$ cat config.mk
export PLATFORM = sky130hd
export DESIGN_NAME = fir_adc_spi
export DESIGN_NICKNAME = d
export VERILOG_FILES = /design/src/rtl/fir_adc_spi.sv
export SDC_FILE = /design/constraint.sdc
export NUM_CORES = 1
export LEC_CHECK = 0
export ABC_AREA = 1
export CORE_ASPECT_RATIO = 1.25
export CORE_MARGIN = 2
export CORE_UTILIZATION = 55
export DETAILED_ROUTE_END_ITERATION = 8
export GPL_ROUTABILITY_DRIVEN = 0
export PLACE_DENSITY = 0.77
export REMOVE_ABC_BUFFERS = 1
export SETUP_SLACK_MARGIN = 0.5
export SYNTH_ARGS = -nofsm -noshare
export SYNTH_HDL_FRONTEND = slang
export SYNTH_SLANG_ARGS = --single-unit
$ cat constraint.sdc
create_clock -name clk -period 2 [get_ports clk]
set_input_delay 0.3 -clock clk [delete_from_list [all_inputs] [get_ports clk]]
set_output_delay 0.3 -clock clk [all_outputs]
set_load 0.1 [all_outputs]
$ cat src/rtl/fir_adc_spi.sv
// fir_adc_spi: SPI ADC front end for fir_path.
// Reads one AD7476-style frame per sample period and emits a left-aligned
// signed 16-bit sample x with a one-cycle x_valid strobe.
// Optional build macro: ADC_OFFSET_BIN_EN (ADC delivers offset binary;
// the sign bit is inverted to convert it to two's complement).
module fir_adc_spi #(
    parameter int unsigned ADC_BITS   = 12,
    parameter int unsigned FRAME_BITS = 16,
    parameter int unsigned LEAD_BITS  = 4,
    parameter int unsigned SCLK_DIV   = 4,
    parameter int unsigned SAMPLE_DIV = 1724
) (
    input  logic        clk,
    input  logic        rst,
    input  logic        en,
    input  logic        miso,
    output logic        sclk,
    output logic        cs_n,
    output logic [15:0] x,
    output logic        x_valid,
    output logic        overrun
);

    localparam int unsigned CNT_W = (SAMPLE_DIV > 1) ? $clog2(SAMPLE_DIV) : 1;
    localparam int unsigned PH_W  = $clog2(2 * SCLK_DIV);
    localparam int unsigned BIT_W = (FRAME_BITS > 1) ? $clog2(FRAME_BITS) : 1;

    typedef enum logic [1:0] {
        IDLE  = 2'd0,
        SETUP = 2'd1,
        SHIFT = 2'd2,
        DONE  = 2'd3
    } state_t;

    state_t                  state, state_nx;
    logic [CNT_W-1:0]        sample_cnt;
    logic [PH_W-1:0]         ph, ph_nx;
    logic [BIT_W-1:0]        bit_cnt, bit_nx;
    logic [FRAME_BITS-1:0]   shreg;
    logic                    sclk_nx, cs_n_nx;
    logic                    tick_c;
    logic [ADC_BITS-1:0]     d_c, dp_c;
    logic [15:0]             x_fmt_c;

    assign tick_c = en && (sample_cnt == CNT_W'(SAMPLE_DIV - 1));

    // Sample-period timer: free-runs while enabled, parked at zero otherwise.
    always_ff @(posedge clk) begin
        if (rst || !en) begin
            sample_cnt <= '0;
        end else if (sample_cnt == CNT_W'(SAMPLE_DIV - 1)) begin
            sample_cnt <= '0;
        end else begin
            sample_cnt <= sample_cnt + CNT_W'(1);
        end
    end

    // Next-state, phase/bit counters and next values of the SPI pins.
    always_comb begin
        state_nx = state;
        ph_nx    = ph;
        bit_nx   = bit_cnt;
        case (state)
            IDLE: begin
                if (tick_c) begin
                    state_nx = SETUP;
                    ph_nx    = '0;
                end
            end
            SETUP: begin
                if (ph == PH_W'(SCLK_DIV - 1)) begin
                    state_nx = SHIFT;
                    ph_nx    = '0;
                    bit_nx   = '0;
                end else begin
                    ph_nx = ph + PH_W'(1);
                end
            end
            SHIFT: begin
                if (ph == PH_W'(2 * SCLK_DIV - 1)) begin
                    ph_nx = '0;
                    if (bit_cnt == BIT_W'(FRAME_BITS - 1)) begin
                        state_nx = DONE;
                    end else begin
                        bit_nx = bit_cnt + BIT_W'(1);
                    end
                end else begin
                    ph_nx = ph + PH_W'(1);
                end
            end
            default: begin
                state_nx = IDLE;
            end
        endcase
        // Pins follow the state being entered so cs_n drops the cycle after the tick.
        sclk_nx = !((state_nx == SHIFT) && (ph_nx < PH_W'(SCLK_DIV)));
        cs_n_nx = !((state_nx == SETUP) || (state_nx == SHIFT));
    end

    // Sample field extraction and sign handling.
    always_comb begin
        d_c  = shreg[FRAME_BITS-1-LEAD_BITS -: ADC_BITS];
        dp_c = d_c;
`ifdef ADC_OFFSET_BIN_EN
        dp_c[ADC_BITS-1] = ~d_c[ADC_BITS-1];
`endif
        x_fmt_c = 16'(dp_c) << (16 - ADC_BITS);
    end

    // State, counters, SPI pins, shift register and sample outputs.
    always_ff @(posedge clk) begin
        if (rst) begin
            state   <= IDLE;
            ph      <= '0;
            bit_cnt <= '0;
            sclk    <= 1'b1;
            cs_n    <= 1'b1;
            shreg   <= '0;
            x       <= '0;
            x_valid <= 1'b0;
            overrun <= 1'b0;
        end else begin
            state   <= state_nx;
            ph      <= ph_nx;
            bit_cnt <= bit_nx;
            sclk    <= sclk_nx;
            cs_n    <= cs_n_nx;
            // Capture on the last cycle of each low half, i.e. at the sclk rising edge.
            if ((state == SHIFT) && (ph == PH_W'(SCLK_DIV - 1))) begin
                shreg <= FRAME_BITS'({shreg, miso});
            end
            x_valid <= (state == DONE);
            if (state == DONE) begin
                x <= x_fmt_c;
            end
            if (tick_c && (state != IDLE)) begin
                overrun <= 1'b1;
            end
        end
    end

endmodule

==> summary.md <==
• **clock root cell** clkbuf_8
• **width of the die** 59.03 um
• **Register-to-Register Setup Slack** 0.35 ns
• **register bit count reported by yosys** 48
• **depth of the worst register-to-register path** 8
• **worst vdd rail ir drop** 630.4 uV
• **CP startpoint kind** flop
• **Non-Filler Instances** 351
• **Final Util** 71.22%
• **vertical extent of the die** 72.79 um
• **share of post-route cells with drive strength above 1** 27.97%
• **Via density** 5.362
• **Clock Skew** 0.008761 ns
• **kind of cell with the highest combined delay on the critical path** simple AND/OR/NAND/NOR gates
• **number of antenna-violating nets in the routed design** 0
• **portion of synthesized cell area occupied by the leading cell type** 46.15%
• **number of pins exceeding their max-slew limit in the final report** 0
• **source of the worst register-to-register timing path** sample_cnt[0]
• **unrepaired setup endpoints after global routing** true
• **router iterations before antenna repair** 4
• **Iter 0 DRT Violations** 142
• **peak per-stage delay on the critical path** 0.37 ns
• **fmax** 604.9 MHz
• **number of warning messages in the yosys log** 0
• **power density of the placed cells** 698.9 mW/mm^2
• **number of remaining DRC errors** 0
• **# diodes** 0
• **wire length of the first global-routing pass** 7638 um
• **CTS tree** built
• **area occupied by registers** 974.7 um^2
• **leading cell type in the layout, fill and taps excluded** nor2_1
• **Num CTS Buffers** 5
• **final sum of negative setup slack** 0 ns
• **core outline area** 0.003691 mm^2
• **result of the run** completed
• **full die area** 0.004297 mm^2
• **number of hold-slack violations in the final timing report** 0
• **P&R area growth vs syn** 26.26%
• **data arrival time of the worst path** 1.85 ns
• **# fillers** 291
• **initial core utilization** 56.41%
• **vias after detailed routing** 1882
• **synthesized area** 0.002082 mm^2
• **endpoint type of the worst setup path** flop
• **port bufs** 19
• **cell type contributing the most total cell area after synthesis** dfxtp_1
• **mean instance size in the synthesized netlist** 7.462 um^2
• **critical path required time** 2.20 ns
• **number of buffers on the longest clock path** 2
• **cells after synthesis** 279
• **count of different cell masters after synthesis** 26
• **area taken by multi-input logic gates** 0.001092 mm^2
• **clock sinks** 48
• **number of global-route vias before repair** 1824
• **leakage power of the design** 1.029 nW
• **Final #Nets** 322
• **antenna violations before repair** 0
• **DRT Wirelength** 4796 um
• **hold-critical path depth** 1
• **type of the tightest min-delay check** flop to flop
• **library cell contributing the largest single delay on the critical path** dfxtp_2
• **final setup fails** 0
• **register clock-pin slew on the reported worst setup and hold paths** 0.08 ns
• **gr usage total** 23.59%
• **routed length per instance** 13.66 um
• **hold-fix buffer count after cts** 0
• **post-route minimum period** 1.653 ns
• **level count of the clock H-tree** 2
• **cells along the critical path** ha_4, nand2_4, nor2_4, nand2_2, nor2_4, a31oi_4, ha_2, or2_4
• **most frequent cell on the critical path** nor2_4
• **num rows** 25
• **placed cell count** 333
• **leading cell types in the layout, fill and taps excluded** 49 x nor2_1, 40 x nand2_1, 39 x dfxtp_1
• **Boundary Pins** 24
• **half-perimeter wire length after detailed placement** 2877 um
• **part of the Yosys area used for sequential elements** 46.15%
• **cell types occupying the most area after synthesis** dfxtp_1 46%, nor2_1 9.9%, nand2_1 8.1%, nand3_1 5.8%, a21oi_1 4.6%
• **buffers plus inverters on the worst setup path** 0
• **finished layout cell area** 0.002629 mm^2
• **Endpoint, Worst Hold** sample_cnt[0]
• **area after detailed placement** 0.002257 mm^2
• **maximum number of pins on one net before global-route repair** 21
• **clock insertion delay at the later pin of the skew report** 0.30 ns
• **Tcrit/Tclk final** 82.65%
• **GRT overflow** 0
• **Crit Path Max Fanout** 4
• **number of maximum-capacitance violations** 0
• **class of the most critical setup path** flop to flop
• **worst hold start** sample_cnt[0]
• **endpoint of the worst register-to-register path** cs_n
worst max path at each step:
| stage | to | startpoint | cells after the start |
|---|---|---|---|
| 6_report | cs_n | sample_cnt[0] | 8 |
| 5_1_grt | cs_n | sample_cnt[0] | 8 |
| 4_1_cts | cs_n | ph[1] | 8 |
| 3_5_place_dp | cs_n | ph[0] | 8 |
| 3_3_place_gp | cs_n | ph[0] | 8 |
| 2_1_floorplan | cs_n | ph[0] | 8 |
power breakdown:
| part | switching, W | internal [W] | leakage [nW] | total [W] |
|---|---|---|---|---|
| logic | 0.0000578 | 0.0000142 | 0.574 | 0.0000720 |
| clock network | 0.000316 | 0.000492 | 0.0642 | 0.000808 |
| registers | 0.00000218 | 0.000955 | 0.391 | 0.000958 |
Yosys cell counts:
cell type and count:
nand3_2 2, ha_1 7, o21ai_0 15, xor2_1 4, a21oi_1 19, nand4_1 3, nand3_1 24, xnor2_1 1
nand2_1 45, clkbuf_1 5, buf_4 6, o21bai_1 1, nor2_1 55, or2_2 4, nor2_4 1, nor3_1 1
nor3_2 1, nor2_2 1, nor3b_1 1, nand2_2 4, inv_1 24, inv_2 2, dfxtp_1 48, buf_2 2
a31oi_1 2, conb_1 1
sequential cells by signal, summed over array words and instances, names as in the netlist:
name / flops
bit_cnt: 4
cs_n: 1
overrun: 1
ph: 3
sample_cnt: 11
sclk: 1
shreg: 12
state: 2
x: 12
x_valid: 1
cell families after synthesis:
family / count (synthesis) / synth area share [%]
buffers and inverters: 39 / 8.233
flip-flops: 48 / 46.15
XOR/XNOR: 5 / 2.103
AO/OA/AOI/OAI: 37 / 9.135
other: 1 / 0.1801
AND/OR/NAND/NOR: 142 / 29.99
adder cells (fa/ha/maj): 7 / 4.207
metrics by stage:
step	hold WS, ns	power, W	setup WS, ns
6_report	0.4541	0.001837	0.3469
3_5_place_dp	0.4504	0.001049	0.2057
2_1_floorplan	0.3691	0.001027	0.07911
3_3_place_gp	0.4302	0.001048	0.2730
4_1_cts	0.4513	0.001845	0.3916
5_1_grt	0.4786	0.001891	0.3018
layout make-up:
cell class	instances	area share, %
Clock buffer	5	2.618
Clock inverter	2	2.285
Inverter	26	3.855
Multi-Input combinational cell	195	41.55
Sequential cell	48	37.08
Tap cell	40	1.904
Timing Repair Buffer	35	10.71
per-layer routing:
metal	part of all wire, %	GRT usage (%)
met3	4.9	5.674
met4	2.9	11.87
met5	0	0
met2	53	41.85
met1	40	25.55
repair_timing:
action | 4_1_cts | 5_1_grt
pin swaps | 7 | 14
resized for setup | 17 | 32
gates cloned | 0 | 0
setup endpoints to repair | 25 | 33
setup buffers | 7 | 4
(Power assumes the default switching activity.)
